--- config.mk ---
export PLATFORM = sky130hd
export DESIGN_NAME = muldiv_issue_ctrl_flat
export DESIGN_NICKNAME = d
export VERILOG_FILES = /design/src/rtl/muldiv_issue_ctrl_if.sv /design/src/rtl/muldiv_issue_ctrl.sv /design/src/flat_wrapper.sv
export SDC_FILE = /design/constraint.sdc
export NUM_CORES = 1
export LEC_CHECK = 0
export ABC_CLOCK_PERIOD_IN_PS = 4320
export BUFFER_PORTS_ARGS = -buffer_cell sky130_fd_sc_hd__buf_2
export CAP_MARGIN = 40
export CORE_ASPECT_RATIO = 1.25
export CORE_UTILIZATION = 45
export CTS_BUF_LIST = sky130_fd_sc_hd__clkbuf_8
export DETAILED_ROUTE_END_ITERATION = 16
export PLACE_DENSITY = 0.75
export SLEW_MARGIN = 20
export SYNTH_ARGS = -nofsm -noshare
export SYNTH_HDL_FRONTEND = slang
export SYNTH_SLANG_ARGS = --single-unit
--- constraint.sdc ---
create_clock -name clk -period 4.32 [get_ports clk]
set_input_delay 0.216 -clock clk [delete_from_list [all_inputs] [get_ports clk]]
set_output_delay 0.216 -clock clk [all_outputs]
set_load 0.01 [all_outputs]
--- src/rtl/muldiv_issue_ctrl_if.sv ---
// Bus between the EX-stage issue controller and the multicycle multiply/divide calculator.
// The controller drives operands and the launch pulse; the calculator returns HI/LO and finish.
interface muldiv_issue_ctrl_if;
  logic [31:0] calc_a;
  logic [31:0] calc_b;
  logic [1:0]  calc_op;
  logic        calc_ena;
  logic [31:0] calc_lo;
  logic [31:0] calc_hi;
  logic        calc_finish;

  modport master (
    output calc_a, calc_b, calc_op, calc_ena,
    input  calc_lo, calc_hi, calc_finish
  );

  modport slave (
    input  calc_a, calc_b, calc_op, calc_ena,
    output calc_lo, calc_hi, calc_finish
  );
endinterface

--- src/rtl/muldiv_issue_ctrl.sv ---
// EX-stage initiator for the multicycle multiply/divide calculator; owns architectural HI/LO,
// stalls the pipeline while an operation is in flight and drains operations cancelled by flush.
//
// state | meaning
// IDLE  | accept MULT/MULTU/DIV/DIVU (latch operands) or MTHI/MTLO (write directly)
// ISSUE | calc_ena pulse, pipeline stalled
// ARM   | ignore stale calc_finish, load timeout counter
// WAIT  | stalled until calc_finish (commit) or timeout (abandon)
// DONE  | stall released so the instruction retires; EX inputs ignored
// DRAIN | flushed op still running in the calculator; result discarded
module muldiv_issue_ctrl #(
  parameter int TIMEOUT_CYCLES = 64
) (
  input  logic                       clk,
  input  logic                       reset,
  input  logic                       ex_valid,
  input  logic [2:0]                 ex_op,
  input  logic [31:0]                ex_rs,
  input  logic [31:0]                ex_rt,
  input  logic                       flush,
  muldiv_issue_ctrl_if.master        calc,
  output logic [31:0]                hi,
  output logic [31:0]                lo,
  output logic                       stall,
  output logic                       hilo_busy,
  output logic                       timeout_err
);

  localparam logic [1:0] CAL_MULTU = 2'd1;
  localparam int TW = (TIMEOUT_CYCLES > 2) ? $clog2(TIMEOUT_CYCLES) : 1;
  localparam logic [TW-1:0] TMR_LOAD = TW'(TIMEOUT_CYCLES - 1);

  typedef enum logic [2:0] {
    IDLE, ISSUE, ARM, WAIT, DONE, DRAIN
  } state_t;

  state_t        state;
  logic [TW-1:0] tmr;
  logic          drain_armed;

  logic is_muldiv, is_mt, launch, mt_write;

  always_comb begin
    is_muldiv = ex_valid && (ex_op >= 3'd1) && (ex_op <= 3'd4);
    is_mt     = ex_valid && ((ex_op == 3'd5) || (ex_op == 3'd6));
    launch    = (state == IDLE) && is_muldiv && !flush;
    stall     = launch
             || (state == ISSUE) || (state == ARM) || (state == WAIT)
             || ((state == DRAIN) && (is_muldiv || is_mt));
    mt_write  = (state == IDLE) && is_mt && !flush && !stall;
  end

  always_ff @(posedge clk or posedge reset) begin
    if (reset) begin
      state          <= IDLE;
      hi             <= '0;
      lo             <= '0;
      calc.calc_a    <= '0;
      calc.calc_b    <= '0;
      calc.calc_op   <= CAL_MULTU;
      calc.calc_ena  <= 1'b0;
      hilo_busy      <= 1'b0;
      timeout_err    <= 1'b0;
      tmr            <= '0;
      drain_armed    <= 1'b0;
    end else begin
      calc.calc_ena <= 1'b0;
      timeout_err   <= 1'b0;
      unique case (state)
        IDLE: begin
          if (launch) begin
            calc.calc_a   <= ex_rs;
            calc.calc_b   <= ex_rt;
            calc.calc_op  <= 2'(ex_op - 3'd1);
            calc.calc_ena <= 1'b1;
            hilo_busy     <= 1'b1;
            state         <= ISSUE;
          end else if (mt_write) begin
            if (ex_op == 3'd5) hi <= ex_rs;
            else               lo <= ex_rs;
          end
        end
        ISSUE, ARM: begin
          // The calculator cannot be cancelled, so a flush only diverts into DRAIN.
          if (flush) begin
            state       <= DRAIN;
            drain_armed <= 1'b0;
            tmr         <= TMR_LOAD;
          end else if (state == ISSUE) begin
            state <= ARM;
          end else begin
            tmr   <= TMR_LOAD;
            state <= WAIT;
          end
        end
        WAIT: begin
          if (flush) begin
            state       <= DRAIN;
            drain_armed <= 1'b0;
            tmr         <= TMR_LOAD;
          end else if (calc.calc_finish) begin
            hi        <= calc.calc_hi;
            lo        <= calc.calc_lo;
            hilo_busy <= 1'b0;
            state     <= DONE;
          end else if (tmr == '0) begin
            timeout_err <= 1'b1;
            hilo_busy   <= 1'b0;
            state       <= DONE;
          end else begin
            tmr <= tmr - 1'b1;
          end
        end
        DONE: state <= IDLE;
        DRAIN: begin
          // First DRAIN cycle may still see finish from before the flush.
          drain_armed <= 1'b1;
          if (drain_armed && calc.calc_finish) begin
            hilo_busy <= 1'b0;
            state     <= IDLE;
          end else if (tmr == '0) begin
            timeout_err <= 1'b1;
            hilo_busy   <= 1'b0;
            state       <= IDLE;
          end else begin
            tmr <= tmr - 1'b1;
          end
        end
        default: state <= IDLE;
      endcase
    end
  end

endmodule

--- src/flat_wrapper.sv ---
// flat-port wrapper written by rule: the top's interface ports become plain ports
module muldiv_issue_ctrl_flat 
#(
  parameter int TIMEOUT_CYCLES = 64
)
  (clk, reset, ex_valid, ex_op, ex_rs, ex_rt, flush, hi, lo, stall, hilo_busy, timeout_err, calc_calc_a, calc_calc_b, calc_calc_op, calc_calc_ena, calc_calc_lo, calc_calc_hi, calc_calc_finish);
  muldiv_issue_ctrl_if calc_i ();
  input  logic clk;
  input  logic reset;
  input  logic ex_valid;
  input  logic [2:0] ex_op;
  input  logic [31:0] ex_rs;
  input  logic [31:0] ex_rt;
  input  logic flush;
  output logic [31:0] hi;
  output logic [31:0] lo;
  output logic stall;
  output logic hilo_busy;
  output logic timeout_err;
  output wire logic [$bits(calc_i.calc_a)-1:0] calc_calc_a;
  output wire logic [$bits(calc_i.calc_b)-1:0] calc_calc_b;
  output wire logic [$bits(calc_i.calc_op)-1:0] calc_calc_op;
  output wire logic [$bits(calc_i.calc_ena)-1:0] calc_calc_ena;
  input wire logic [$bits(calc_i.calc_lo)-1:0] calc_calc_lo;
  input wire logic [$bits(calc_i.calc_hi)-1:0] calc_calc_hi;
  input wire logic [$bits(calc_i.calc_finish)-1:0] calc_calc_finish;
  assign calc_calc_a = calc_i.calc_a;
  assign calc_calc_b = calc_i.calc_b;
  assign calc_calc_op = calc_i.calc_op;
  assign calc_calc_ena = calc_i.calc_ena;
  assign calc_i.calc_lo = calc_calc_lo;
  assign calc_i.calc_hi = calc_calc_hi;
  assign calc_i.calc_finish = calc_calc_finish;
  muldiv_issue_ctrl #(.TIMEOUT_CYCLES(TIMEOUT_CYCLES)) u_core (.clk(clk), .reset(reset), .ex_valid(ex_valid), .ex_op(ex_op), .ex_rs(ex_rs), .ex_rt(ex_rt), .flush(flush), .calc(calc_i), .hi(hi), .lo(lo), .stall(stall), .hilo_busy(hilo_busy), .timeout_err(timeout_err));
endmodule
## After elaboration in Yosys (flattened, before gate mapping)

Index checks and enable logic that the tools add are counted.

- Register bits after elaboration: 143
- Bits of input ports: 136
- Word-level logic and storage cells: 110

- Add/subtract/negate cells: 2
- Magnitude comparators: 2
- Eq/ne operators: 19
- Multiplexer cells: 43
- Reductions and logical operators: 33

Operator list:

| operator | number |
|---|---|
| 2-to-1 mux 32 bit | 10 |
| one-hot mux 32 bit (2 select lines) | 2 |
| 2-to-1 mux 6 bit | 6 |
| 2-to-1 mux 3 bit | 7 |
| one-hot mux 6 bit (3 select lines) | 1 |
| 2-to-1 mux 1 bit | 13 |
| inequality test 2 bit (second input constant) | 6 |
| one-hot mux 3 bit (4 select lines) | 1 |
| AND reduction 6 bit | 2 |
| logical AND 1 bit | 10 |
| == test 3 bit (second input constant) | 3 |
| inequality test 3 bit (second input constant) | 3 |
| == test 3 x 2 -> 1 bit (second input constant) | 2 |
| logical NOT 6 bit | 1 |
| logical OR 1 bit | 6 |
| inequality test 2 x 1 -> 1 bit (second input constant) | 3 |
| AND reduction 3 bit | 2 |
| nonzero test 3 bit | 2 |
| subtractor 6 x 1 -> 6 bit (second input constant) | 1 |
| inequality test 4 bit (second input constant) | 1 |
| one-hot mux 1 bit (2 select lines) | 2 |
| AND reduction 2 bit | 2 |
| AND reduction 4 bit | 1 |
| nonzero test 2 bit | 2 |
| 9 further kinds | 10 |

## Logic depth before layout (Yosys ltp)

Gate-level depths: netlist (run 1).

- Depth after elaboration: 14
- Mapped depth: 8

## Worst setup path before layout (run 1)

No wires, ideal clock.

- Path type: input -> register
- Start point: input port ex_op[0]
- End point: register u_core.hi[0]
- Setup time: 0.079 ns
- Arrival: 1.658 ns
- Data required time: 4.241 ns
- Slack: 2.583 ns
- Cell stages on the path: 7
- Path buffers: 1
- Cells stage by stage: inv_1 ha_1 nand2b_1 or3b_4 o21ai_4 buf_12 mux2i_1

- Word-level cells in the longest chain between the ends: 13
- Elaborated cells between the ends (all ways): 24
- Those cells by class: order compare: 2; eq/ne: 5; reduce/logical: 17

Ends and longest elaborated chain:

| element | line | RTL |
|---|---|---|
| start: declaration | flat_wrapper.sv:11 | `input logic [2:0] ex_op;` |
| greater-or-equal comparator 3 x 1 -> 1 bit | muldiv_issue_ctrl.sv:44 | `is_muldiv = ex_valid && (ex_op >= 3'd1) && (ex_op <= 3'd4);` |
| logical AND 1 bit (2 in a row) | muldiv_issue_ctrl.sv:44 |  |
| logical AND 1 bit (2 in a row) | muldiv_issue_ctrl.sv:46 | `launch = (state == IDLE) && is_muldiv && !flush;` |
| logical OR 1 bit (3 in a row) | muldiv_issue_ctrl.sv:48 | `\|\| (state == ISSUE) \|\| (state == ARM) \|\| (state == WAIT)` |
| logical OR 1 bit | muldiv_issue_ctrl.sv:49 | `\|\| ((state == DRAIN) && (is_muldiv \|\| is_mt));` |
| logical NOT 1 bit | muldiv_issue_ctrl.sv:50 | `mt_write = (state == IDLE) && is_mt && !flush && !stall;` |
| logical AND 1 bit | muldiv_issue_ctrl.sv:50 |  |
| inequality test 2 x 1 -> 1 bit (no line) | -- |  |
| AND reduction 6 bit (no line) (*) | -- |  |
| end signal: assignment | muldiv_issue_ctrl.sv:79 | `if (ex_op == 3'd5) hi <= ex_rs;` |
| end signal: assignment | muldiv_issue_ctrl.sv:102 | `hi <= calc.calc_hi;` |
| end: declaration | muldiv_issue_ctrl.sv:22 | `output logic [31:0] hi,` |

Mark *: on every way between the ends. The rest lies on a longest branch, timed or not.
A chain may end at the register's enable or synchronous reset.

## Worst setup path in the final report (run 1)

- Start point: register u_core.state[0]
- End point: register u_core.lo[15]

- Word-level cells in the longest chain between the ends: 11
- Elaborated cells between the ends (all ways): 24
- Those cells by class: eq/ne: 9; mux: 1; reduce/logical: 14

Ends and longest elaborated chain:

| element | line | RTL |
|---|---|---|
| start: declaration | muldiv_issue_ctrl.sv:37 | `state_t state;` |
| start signal: assignment | muldiv_issue_ctrl.sv:55 | `state <= IDLE;` |
| start signal: assignment | muldiv_issue_ctrl.sv:77 | `state <= ISSUE;` |
| start signal: assignment | muldiv_issue_ctrl.sv:86 | `state <= DRAIN;` |
| logical NOT 3 bit | muldiv_issue_ctrl.sv:46, muldiv_issue_ctrl.sv:50, muldiv_issue_ctrl.sv:69 |  |
| logical AND 1 bit (2 in a row) | muldiv_issue_ctrl.sv:46 |  |
| logical OR 1 bit (3 in a row) | muldiv_issue_ctrl.sv:48 |  |
| logical OR 1 bit | muldiv_issue_ctrl.sv:49 |  |
| logical NOT 1 bit | muldiv_issue_ctrl.sv:50 |  |
| logical AND 1 bit | muldiv_issue_ctrl.sv:50 |  |
| inequality test 2 x 1 -> 1 bit (no line) | -- |  |
| AND reduction 6 bit (no line) | -- |  |
| end signal: assignment | muldiv_issue_ctrl.sv:80 | `else lo <= ex_rs;` |
| end signal: assignment | muldiv_issue_ctrl.sv:103 | `lo <= calc.calc_lo;` |
| end: declaration | muldiv_issue_ctrl.sv:23 | `output logic [31:0] lo,` |

Parallel ways exist; a longest one is shown, timed or not.

==> impl_summary.txt, run 1 <==
----------------------------------------------------
[Synth]
  Seq/Total Area, Yosys ... between 50 and 60%
  Most frequently used cell type in the post-synthesis netlist ... sky130_fd_sc_hd__dfrtp_1
  Mapped Nets ... about 700
  Top post-synthesis cells by area ... sky130_fd_sc_hd__dfrtp_1 54%, sky130_fd_sc_hd__mux2i_1 10%, sky130_fd_sc_hd__mux2_2 8.2%, sky130_fd_sc_hd__a21oi_1 5.1%, sky130_fd_sc_hd__inv_1 4.1%
  Cell area after synthesis ... approximately 6600 sq um
  Primary FF master, synth ... sky130_fd_sc_hd__dfrtp_1
  Instance count of the mapped netlist ... between 500 and 600
  Async SR Flop Fraction ... between 90% and 100%
  Yosys top cell by area ... sky130_fd_sc_hd__dfrtp_1
  Top cells by count, synth ... 142 x sky130_fd_sc_hd__dfrtp_1, 72 x sky130_fd_sc_hd__inv_1, 67 x sky130_fd_sc_hd__a21oi_1, 67 x sky130_fd_sc_hd__mux2i_1, 48 x sky130_fd_sc_hd__mux2_2
  Mean instance size in the synthesized netlist ... 12.0 sq um
  Top cell type's share of synthesized area ... a little over half
  Yosys warning total ... 0
  FF+latch count, synth ... roughly 140
  Number of unique standard cell types used by synthesis ... 50
  Number of enable-type register cells in the synthesized netlist ... 0

[Timing]
  Largest clock skew in the final design ... between 0.01 and 0.015 ns
  Final critical delay including setup and external delays ... roughly 2.3 ns
  Count of pins over their slew limit ... 0
  Remaining max-slew budget at the tightest pin ... a little over half
  Setup tns final ... 0 ns
  Highest attainable clock frequency ... 0.430 GHz
  Hold Slack ... roughly 0.03 ns
  Portion of the clock cycle consumed by the worst path in the final layout ... 53.8%
  Unrepaired setup endpoints after global routing ... false
  Number of hold violations in the final report ... 0
  Total of endpoints with negative setup slack in the final report ... 0
  Actual transition at the worst max-transition pin ... 0.689 ns

[Clocking]
  Clock latency on the worst-skew pair ... 0.45 ns
  Post-cts gate resize count ... 0
  Number of clock sinks ... 143
  Post-CTS setup buffer count ... 0
  Root buf cell ... sky130_fd_sc_hd__clkbuf_8
  Number of H-tree levels ... 4
  Num CTS Buffers ... 17
  CTS tree ... built
  Maximum clock insertion buffer count ... 2
  Number of hold buffers added after CTS ... 60
  Clock-pin slew reported for the worst setup and hold paths after clock tree synthesis ... approximately 0.09 ns

[GRT]
  Largest net degree at the start of global routing ... 58
  First-pass GRT wire length ... roughly 26000 microns
  Initial antenna violation count ... 1
  GR Util All Layers ... a little under a quarter
  Total congestion overflow ... 0
  Vias in the first global route ... between 5000 and 6000

[Layout]
  Share of post-route cells with drive strength above 1 ... 41.6%
  Signed area change from the synthesized netlist to the final layout ... 37.8%
  Nets ... approximately 1000
  Layout Utilization ... around 63%

[Outcome]
  Run status ... finished clean

[Placement]
  Final Wtd Congestion ... roughly 0.82
  Half-perimeter wire length of the detailed placement result ... approximately 12000 microns
  Port buffer count ... about 270

[Floorplanning]
  Vertical die dimension ... ~140 microns
  Die footprint ... 15200 sq um
  Die boundary width ... ~110 microns
  Initial Util ... 46.0%
  Row cnt ... slightly below 50
  Floorplan core area ... ~14000 sq um
  Boundary pin count ... 270

[Worst setup path]
  Crit end category ... flip-flop
  Largest fanout on the critical path ... 17
  Worst reg2reg startpoint ... u_core.state[0]$_DFFE_PP0P_
  Kind of start point of the critical path ... flip-flop
  Endpoint of the worst register-to-register path ... u_core.lo[15]$_DFFE_PP0P_
  Depth of the most critical reg-to-reg path ... 6
  Required time at the endpoint of the critical path ... about 4.7 ns
  Arrival time of the worst setup path ... 2.69 ns
  Type of the worst setup path ... reg2reg
  Worst reg-to-reg setup slack ... between 1.5 and 2 ns

[Min path]
  Sink of the worst hold path ... u_core.calc.calc_a[8]$_DFFE_PP0P_
  Min-Delay Startpoint ... ex_rs[8]
  Hold Path Cell Cnt ... 2
  Worst hold path type ... in2reg

[Route]
  Post-detailed-route wirelength per cell ... between 15 and 20 microns
  Number of vias per cell ... between 4 and 5
  Routed Antenna Nets ... 0
  Total number of vias ... between 5000 and 6000
  Final routed DRC violation total ... 0
  Routed WL ... 17500 microns
  Initial DRC count ... 193
  Drt first pass iters ... 4

[Power]
  Reported leakage power ... between 4 and 5 nW
  Power Dens Cells ... 607 nW/um^2
  Maximum VDD drop ... 0.000365 V
  PnR Total Power ... 0.00553 W

[Job]
  Maxcap violations ... 0

----------------------------------------------------
==> stage by stage <==
step	instances	instance area (sq um)	worst slack (ns)
3_5_place_dp	976	8070	1.94
4_1_cts	1068	9090	2.00
5_1_grt	1068	9090	1.90
6_report	1070	9100	1.99
2_1_floorplan	551	6610	0.268
3_3_place_gp	971	7950	1.73
==> worst max-delay path by stage <==
stage	start	end	slack (ns)	depth (start not counted)
CTS	u_core.state[0]$_DFFE_PP0P_	u_core.lo[15]$_DFFE_PP0P_	2.00	6
finish	u_core.state[0]$_DFFE_PP0P_	u_core.lo[15]$_DFFE_PP0P_	1.99	6
global route	u_core.state[0]$_DFFE_PP0P_	u_core.lo[15]$_DFFE_PP0P_	1.90	6
global placement	ex_op[0]	u_core.lo[12]$_DFFE_PP0P_	1.73	8
detailed placement	ex_op[0]	u_core.lo[15]$_DFFE_PP0P_	1.94	9
floorplan	reset	u_core.calc.calc_a[0]$_DFFE_PP0P_	0.27	1
==> sequential cells by signal, summed over array words and instances, names as in the netlist, 2 cells and up <==
register and cells:
u_core.lo 32, u_core.calc.calc_op 2, u_core.tmr 6, u_core.calc.calc_b 32
u_core.state 3, u_core.calc.calc_a 32, u_core.hi 32
==> cell type report <==
type	count	area, sq um
Sequential cell	143	3580
Inverter	72	275
Clock buffer	20	275
Multi-Input combinational cell	305	2490
Fill cell	1135	5250
Antenna cell	2	5.00
Timing Repair Buffer	338	2100
Clock inverter	12	148
Tap cell	178	223
==> routing by layer <==
| metal | vias to the layer above | wire, microns | GRT usage, % |
|---|---|---|---|
| li1 | 2528 | - | - |
| met1 | 2548 | 7060 | 26.1 |
| met2 | 220 | 8690 | 39.3 |
| met3 | 45 | 1240 | 6.72 |
| met4 | 2 | 469 | 9.43 |
| met5 | - | 13 | 0 |
==> report_power, final <==
group	internal (W)	switching (W)	leakage (nW)
sequential	0.00194	0.000360	1.63
clock	0.000573	0.000545	0.209
combinational	0.000994	0.00111	2.64
==> cell usage in the layout (no fill, tap or decap), types with 3 or more instances in the layout <==
master and n:
sky130_fd_sc_hd__mux2i_1 67, sky130_fd_sc_hd__nor2_1 5, sky130_fd_sc_hd__mux2_1 17, sky130_fd_sc_hd__a21oi_1 67
sky130_fd_sc_hd__nand3_1 6, sky130_fd_sc_hd__dlygate4sd3_1 60, sky130_fd_sc_hd__inv_1 71, sky130_fd_sc_hd__buf_16 3
sky130_fd_sc_hd__a22o_1 4, sky130_fd_sc_hd__clkbuf_8 20, sky130_fd_sc_hd__nand2_1 5, sky130_fd_sc_hd__dfrtp_1 142
sky130_fd_sc_hd__buf_2 269, sky130_fd_sc_hd__nor2b_1 33, sky130_fd_sc_hd__buf_4 4, sky130_fd_sc_hd__ha_1 4
sky130_fd_sc_hd__nor3_1 3, sky130_fd_sc_hd__o21ai_0 7, sky130_fd_sc_hd__inv_6 5, sky130_fd_sc_hd__mux2_2 48
sky130_fd_sc_hd__clkinv_4 3
==> kinds of logic (layout without fill, tap and decap cells) <==
group / Yosys count / count (layout) / share of synthesized area [%]
adder cells (fa/ha/maj): 4 / 4 / 0.758
AO/OA/AOI/OAI: 97 / 97 / 8.75
flip-flops: 143 / 143 / 54.2
AND/OR/NAND/NOR: 72 / 72 / 6.95
multiplexers: 132 / 132 / 21.2
buffers and inverters: 103 / 442 / 8.11
other: 0 / 2 / 0
==> critical path: stages (launching register included) <==
cell and delay [ns]:
sky130_fd_sc_hd__dfrtp_1 0.60, sky130_fd_sc_hd__nor3_1 0.40, sky130_fd_sc_hd__nand2_1 0.14, sky130_fd_sc_hd__o21ai_4 0.38, sky130_fd_sc_hd__buf_16 0.22, sky130_fd_sc_hd__buf_4 0.27, sky130_fd_sc_hd__mux2i_1 0.22
(Power assumes the default switching activity.)
==> run 2, diff against run 1 <==
--- a/config.mk
+++ b/config.mk
@@ -5,7 +5,7 @@
 export SDC_FILE = /design/constraint.sdc
 export NUM_CORES = 1
 export LEC_CHECK = 0
-export ABC_CLOCK_PERIOD_IN_PS = 4320
+export ABC_CLOCK_PERIOD_IN_PS = 1900
 export BUFFER_PORTS_ARGS = -buffer_cell sky130_fd_sc_hd__buf_2
 export CAP_MARGIN = 40
 export CORE_ASPECT_RATIO = 1.25
==> constraint.sdc (replaced) <==
create_clock -name clk -period 1.9 [get_ports clk]
set_input_delay 0.095 -clock clk [delete_from_list [all_inputs] [get_ports clk]]
set_output_delay 0.095 -clock clk [all_outputs]
set_load 0.01 [all_outputs]
==> run 2 against run 1 <==
Compared with the run above:
- clock skew is 0.0067 ns lower
- critical path depth down 2
- maximum frequency grew 33%
- wire length grew 16%
- sequential power grew 130%
- sequential cell count unchanged
- highest routed layer is now met4
- largest cell class unchanged
- worst setup slack got worse by 1.8 ns
==> impl_summary.txt, run 2 (synthesized netlist as in run 1, its figures left out) <==
----------------------------------------------------
[GRT]
  GR Util All Layers ... around a quarter
  Largest net degree at the start of global routing ... slightly below 80
  Initial antenna violation count ... 0
  Vias in the first global route ... roughly 6000
  First-pass GRT wire length ... about 30000 microns
  Total congestion overflow ... 0

[Worst setup path]
  Crit end category ... flip-flop
  Family with the most delay on the worst path ... flip-flops
  Worst reg2reg startpoint ... u_core.state[0]$_DFFE_PP0P_
  Worst reg-to-reg setup slack ... about 0.14 ns
  Endpoint of the worst register-to-register path ... u_core.calc.calc_a[26]$_DFFE_PP0P_
  Arrival time of the worst setup path ... around 2.1 ns
  Kind of start point of the critical path ... flip-flop
  Type of the worst setup path ... reg2reg
  Most frequent cell on the critical path ... sky130_fd_sc_hd__buf_12
  Number of buffer and inverter instances along the worst setup path ... 2
  Cell with the biggest individual delay on the critical path ... sky130_fd_sc_hd__dfrtp_1
  Depth of the most critical reg-to-reg path ... 4
  Worst stage delay on the critical path ... about 0.50 ns
  Sequence of cells on the critical path ... nor4_4 -> buf_12 -> buf_12 -> mux2_2
  Required time at the endpoint of the critical path ... approximately 2.2 ns
  Largest fanout on the critical path ... 21

[Outcome]
  Run status ... finished clean

[Job]
  Maxcap violations ... 0

[Layout]
  Share of post-route cells with drive strength above 1 ... roughly two fifths
  Antenna diode count ... 0
  Fillers ... between 900 and 1000
  Area taken by flip-flops and latches ... ~3600 sq um
  Nets ... between 1000 and 1500
  Leading cell type in the layout, fill and taps excluded ... sky130_fd_sc_hd__buf_2
  Signed area change from the synthesized netlist to the final layout ... 50.2%
  Leading cell types in the layout, fill and taps excluded ... 269 x sky130_fd_sc_hd__buf_2, 140 x sky130_fd_sc_hd__dfrtp_1, 129 x sky130_fd_sc_hd__dlygate4sd3_1
  Area used by multi-input combinational logic ... about 2500 sq um

[Floorplanning]
  Floorplan core area ... 14300 sq um
  Die footprint ... around 15000 sq um
  Boundary pin count ... 270
  Row cnt ... 49
  Vertical die dimension ... between 100 and 150 microns
  Initial Util ... 46.0%
  Die boundary width ... around 110 microns

[Clocking]
  Root buf cell ... sky130_fd_sc_hd__clkbuf_8
  Post-CTS setup buffer count ... 0
  Clock-pin slew reported for the worst setup and hold paths after clock tree synthesis ... 0.08 ns
  Num CTS Buffers ... 17
  Number of H-tree levels ... 4
  Number of clock sinks ... 143
  Maximum clock insertion buffer count ... 2
  Clock latency on the worst-skew pair ... approximately 0.44 ns
  CTS tree ... built

[Route]
  Number of vias per cell ... ~5.1
  Initial DRC count ... ~360
  Routed WL ... approximately 20000 microns
  Drt first pass iters ... 4
  Final routed DRC violation total ... 0
  Total number of vias ... between 5000 and 6000
  Post-detailed-route wirelength per cell ... between 15 and 20 microns
  Routed Antenna Nets ... 0

[Timing]
  Highest attainable clock frequency ... 0.570 GHz
  Actual transition at the worst max-transition pin ... around 0.44 ns
  Total of endpoints with negative setup slack in the final report ... 0
  Unrepaired setup endpoints after global routing ... false
  Remaining max-slew budget at the tightest pin ... 70.3%
  Number of hold violations in the final report ... 0
  Portion of the clock cycle consumed by the worst path in the final layout ... 92.4%
  Largest clock skew in the final design ... about 0.008 ns
  Setup tns final ... 0 ns
  Count of pins over their slew limit ... 0
  Final critical delay including setup and external delays ... 1.76 ns

[Min path]
  Min-Delay Startpoint ... ex_op[0]
  Worst hold path type ... in2reg
  Hold Path Cell Cnt ... 3
  Sink of the worst hold path ... u_core.calc.calc_op[0]$_DFFE_PP1P_

[Power]
  PnR Total Power ... roughly 0.013 W
  Maximum VDD drop ... about 0.00090 V
  Reported leakage power ... between 4 and 5 nW
  Power Dens Cells ... about 1300 nW/um^2

[Placement]
  Port buffer count ... between 200 and 300
  Half-perimeter wire length of the detailed placement result ... around 12000 microns
  Final Wtd Congestion ... 0.806

----------------------------------------------------
[run 2: where the power goes]
group          switching, W  internal (W)  leakage, nW
registers          0.000853       0.00442         1.62
clock network       0.00121       0.00120        0.196
logic               0.00271       0.00248         3.01
[run 2: what timing repair did]
| item | 4_1_cts | 5_1_grt |
|---|---|---|
| endpoints found under the hold margin | 270 | 0 |
| resized for setup | 1 | 4 |
| setup endpoints to repair | 1 | 65 |
| hold buffers | 129 | 0 |
[run 2: layer usage]
layer  share of wire (%)  global-route usage, %  vias to the layer above
met5                   0                      0                        -
met4                 3.0                   12.9                        0
met3                 7.3                   7.14                       50
met2                  51                   45.8                      276
met1                  38                   29.9                     2846
li1                    -                      -                     2695
[run 2: area by class of cell]
type / count / share of cell area, %
clock inverters: 14 / 1.43
repair buffers: 422 / 29.7
clock buffers: 18 / 2.50
multi-input cells: 305 / 25.3
well taps: 178 / 2.25
inverters: 72 / 2.76
flip-flops and latches: 143 / 36.1
[run 2: how the worst max path moves through the flow]
stage,start,to,slack [ns],depth (start not counted)
global placement,ex_op[0],u_core.lo[19]$_DFFE_PP0P_,0.12,8
global route,u_core.state[2]$_DFFE_PP0P_,u_core.lo[15]$_DFFE_PP0P_,0.02,5
CTS,u_core.state[2]$_DFFE_PP0P_,u_core.hi[18]$_DFFE_PP0P_,0.005,5
floorplan,reset,u_core.calc.calc_a[0]$_DFFE_PP0P_,0.01,1
detailed placement,ex_op[0],u_core.lo[15]$_DFFE_PP0P_,0.03,8
finish,u_core.state[0]$_DFFE_PP0P_,u_core.calc.calc_a[26]$_DFFE_PP0P_,0.14,4
[run 2: through the flow]
step / cell area (sq um) / utilization (%) / setup WS, ns / hold WS, ns / std cells
after floorplan: 6610 / - / 0.0148 / 0.230 / 551
after global placement: 8220 / 57.3 / 0.117 / 0.259 / 991
after detailed placement: 8220 / 57.3 / 0.0304 / 0.255 / 991
after CTS: 9910 / 69.1 / 0.00546 / 0.0141 / 1152
after global routing: 9920 / 69.1 / 0.0232 / 0.0326 / 1152
final: 9920 / 69.1 / 0.145 / 0.0398 / 1152
[run 2: tightest hold or removal path, cell delays in order]
cell and delay [ns]:
sky130_fd_sc_hd__buf_2 0.11, sky130_fd_sc_hd__inv_1 0.09, sky130_fd_sc_hd__mux2_2 0.16
==> run 3, diff against run 2 <==
--- a/config.mk
+++ b/config.mk
@@ -5,6 +5,7 @@
 export SDC_FILE = /design/constraint.sdc
 export NUM_CORES = 1
 export LEC_CHECK = 0
+export ABC_AREA = 1
 export ABC_CLOCK_PERIOD_IN_PS = 1900
 export BUFFER_PORTS_ARGS = -buffer_cell sky130_fd_sc_hd__buf_2
 export CAP_MARGIN = 40
@@ -12,7 +13,7 @@
 export CORE_UTILIZATION = 45
 export CTS_BUF_LIST = sky130_fd_sc_hd__clkbuf_8
 export DETAILED_ROUTE_END_ITERATION = 16
-export PLACE_DENSITY = 0.75
+export PLACE_DENSITY = 0.76
 export SLEW_MARGIN = 20
 export SYNTH_ARGS = -nofsm -noshare
 export SYNTH_HDL_FRONTEND = slang
==> run 3 against run 2 <==
Compared with the run above:
- die area decreased by 1.9%
- sequential share of layout area increased by 0.59 points
- maximum frequency decreased by 2.1%
- wire length increased by 6.8%
- register-to-register slack improved by 0.04 ns
- highest routed layer unchanged
- critical endpoint is now stall
- clock-buffer cell count increased by 2
==> impl_summary.txt, run 3 <==
----------------------------------------------------
[GRT]
  Vias in the first global route ... 7007
  First-pass GRT wire length ... 33600 microns
  Total congestion overflow ... 0
  Largest net degree at the start of global routing ... 120
  Initial antenna violation count ... 0
  GR Util All Layers ... 29.7%

[Worst setup path]
  Arrival time of the worst setup path ... 1.70 ns
  Largest fanout on the critical path ... 4
  Required time at the endpoint of the critical path ... ~1.8 ns
  Type of the worst setup path ... in2out
  Crit end category ... output port
  Worst stage delay on the critical path ... approximately 0.54 ns
  Cell with the biggest individual delay on the critical path ... sky130_fd_sc_hd__dlygate4sd3_1
  Sequence of cells on the critical path ... dlygate4sd3_1 -> buf_2 -> inv_1 -> ha_1 -> inv_1 -> a21oi_1 -> nand2_1 -> nor2_4 -> nor2_2 -> nand2_1 -> buf_2
  Kind of start point of the critical path ... primary input

[Synth]
  Async SR Flop Fraction ... between 90% and 100%
  Mapped Nets ... 984
  Number of unique standard cell types used by synthesis ... 27
  FF+latch count, synth ... 143
  Yosys warning total ... 0
  Top cell type's share of synthesized area ... between 50% and 60%
  Most frequently used cell type in the post-synthesis netlist ... sky130_fd_sc_hd__nand2_1
  Cell area after synthesis ... roughly 6500 sq um
  Number of enable-type register cells in the synthesized netlist ... 0
  Seq/Total Area, Yosys ... 55.3%
  Instance count of the mapped netlist ... about 840
  Mean instance size in the synthesized netlist ... approximately 7.7 sq um
  Top post-synthesis cells by area ... sky130_fd_sc_hd__dfrtp_1 55%, sky130_fd_sc_hd__nand2_1 30%, sky130_fd_sc_hd__nand3_1 5.6%, sky130_fd_sc_hd__buf_2 1.9%, sky130_fd_sc_hd__inv_1 0.93%
  Primary FF master, synth ... sky130_fd_sc_hd__dfrtp_1
  Top cells by count, synth ... 515 x sky130_fd_sc_hd__nand2_1, 142 x sky130_fd_sc_hd__dfrtp_1, 73 x sky130_fd_sc_hd__nand3_1
  Yosys top cell by area ... sky130_fd_sc_hd__dfrtp_1

[Clocking]
  Number of H-tree levels ... 4
  Clock-pin slew reported for the worst setup and hold paths after clock tree synthesis ... around 0.080 ns
  Maximum clock insertion buffer count ... 2
  Clock latency on the worst-skew pair ... 0.45 ns
  Number of clock sinks ... between 100 and 150
  Root buf cell ... sky130_fd_sc_hd__clkbuf_8
  CTS tree ... built
  Num CTS Buffers ... 17

[Placement]
  Final Wtd Congestion ... 0.878
  Half-perimeter wire length of the detailed placement result ... 13400 microns
  Port buffer count ... 269

[Layout]
  Nets ... around 1400
  Share of post-route cells with drive strength above 1 ... 27.4%
  Signed area change from the synthesized netlist to the final layout ... 50.5%
  Layout Utilization ... 70.0%
  Leading cell types in the layout, fill and taps excluded ... 513 x sky130_fd_sc_hd__nand2_1, 269 x sky130_fd_sc_hd__buf_2, 142 x sky130_fd_sc_hd__dfrtp_1
  Leading cell type in the layout, fill and taps excluded ... sky130_fd_sc_hd__nand2_1
  Antenna diode count ... 0

[Power]
  Power Dens Cells ... 1520 nW/um^2
  Cell-internal power ... 0.00854 W
  Maximum VDD drop ... 0.000668 V
  Share of total power in the clock network ... 17.7%
  Combinational share of power ... between 40% and 50%
  Part of the total power dissipated in sequential elements ... approximately 36%
  Switching power of the nets ... 0.00631 W
  Reported leakage power ... about 5.6 nW
  Fraction of power spent switching nets ... a little over two fifths

[Timing]
  Number of hold violations in the final report ... 0
  Final critical delay including setup and external delays ... around 1.8 ns
  Total of endpoints with negative setup slack in the final report ... 0
  Remaining max-slew budget at the tightest pin ... a little under three fifths
  Portion of the clock cycle consumed by the worst path in the final layout ... 94.3%
  Highest attainable clock frequency ... around 0.56 GHz
  Count of pins over their slew limit ... 0
  Largest clock skew in the final design ... 0.0148 ns
  Unrepaired setup endpoints after global routing ... true
  Setup tns final ... 0 ns
  Actual transition at the worst max-transition pin ... 0.652 ns

[Route]
  Final routed DRC violation total ... 0
  Post-detailed-route wirelength per cell ... approximately 15 microns
  Routed Antenna Nets ... 0
  Initial DRC count ... 423
  Total number of vias ... a little over 7000
  Routed WL ... between 20000 and 25000 microns
  Drt first pass iters ... 8
  Number of vias per cell ... between 5 and 6

[Floorplanning]
  Die boundary width ... 109 microns
  Row cnt ... 48
  Initial Util ... a little under half
  Floorplan core area ... around 14000 sq um
  Die footprint ... 14900 sq um
  Vertical die dimension ... roughly 140 microns
  Boundary pin count ... between 200 and 300

[Outcome]
  Run status ... finished clean

[Job]
  Maxcap violations ... 0

[Min path]
  Worst hold path type ... in2reg

----------------------------------------------------
## run 3: through the flow
step	std cells	power [W]	area [sq um]	hold slack, ns	setup slack [ns]
final	1419	0.0148	9750	0.00415	0.108
after CTS	1415	0.0146	9690	0.000138	0.118
after global routing	1419	0.0160	9750	0.0167	-0.0252
after global placement	1264	0.0116	8060	0.221	0.259
after detailed placement	1264	0.0118	8060	0.224	0.176
after floorplan	844	0.00914	6480	0.171	0.0148
## run 3: area by class of cell
type / count / area [sq um]
repair buffers: 411 / 2810
well taps: 175 / 219
flip-flops and latches: 143 / 3580
inverters: 21 / 82.6
multi-input cells: 637 / 2630
clock inverters: 12 / 158
fillers: 1100 / 4180
clock buffers: 20 / 275
## run 3: cell families after synthesis
family | after synthesis | synth area share [%]
xor+xnor | 2 | 0.270
buf+inv | 64 | 4.40
simple gates | 607 | 37.1
fa+ha+maj | 4 | 0.773
flops | 143 | 55.3
compound gates | 24 | 2.16
## run 3: power by group through the flow
| stage | Combinational (W) | Clock, W | Sequential [W] |
|---|---|---|---|
| 2_1_floorplan | 0.00330 | 0 | 0.00584 |
| 3_3_place_gp | 0.00636 | 0 | 0.00526 |
| 3_5_place_dp | 0.00655 | 0 | 0.00526 |
| 4_1_cts | 0.00674 | 0.00266 | 0.00524 |
| 5_1_grt | 0.00778 | 0.00278 | 0.00542 |
| 6_report | 0.00694 | 0.00263 | 0.00527 |
## run 3: what timing repair did
action / CTS / global route
setup endpoints to repair: 0 / 65
hold endpoints to repair: 260 / 0
gates resized for setup: 0 / 6
setup buffers: 0 / 3
hold buffers: 119 / 0
## run 3: critical path, delay by kind of cell
family / cells / cell delay, ns
buf+inv: 5 / 0.95
compound gates: 1 / 0.11
fa+ha+maj: 1 / 0.15
simple gates: 4 / 0.38
## run 3: path summary, 6_finish.rpt
check                      cells past startpoint                         from                                  to  slack [ns]
setup / recovery                              11                     ex_op[0]                               stall        0.11
hold / removal                                 5              calc_calc_hi[0]            u_core.hi[0]$_DFFE_PP0P_       0.004
setup reg to reg                               9  u_core.state[2]$_DFFE_PP0P_           u_core.lo[10]$_DFFE_PP0P_        0.18
hold reg to reg                                2    u_core.hi[20]$_DFFE_PP0P_           u_core.hi[20]$_DFFE_PP0P_        0.47
max in group asynchronous                      4                        reset         u_core.state[0]$_DFFE_PP0P_        1.01
min in group asynchronous                      4                        reset  u_core.calc.calc_a[12]$_DFFE_PP0P_        0.29
## run 3: per-layer routing
metal,vias to the layer above,share of wire [%],track usage (%)
met5,-,0,0
met4,0,4.4,16.9
met3,80,6.8,6.28
met2,329,50,48.8
met1,3319,39,36.0
li1,3390,-,-
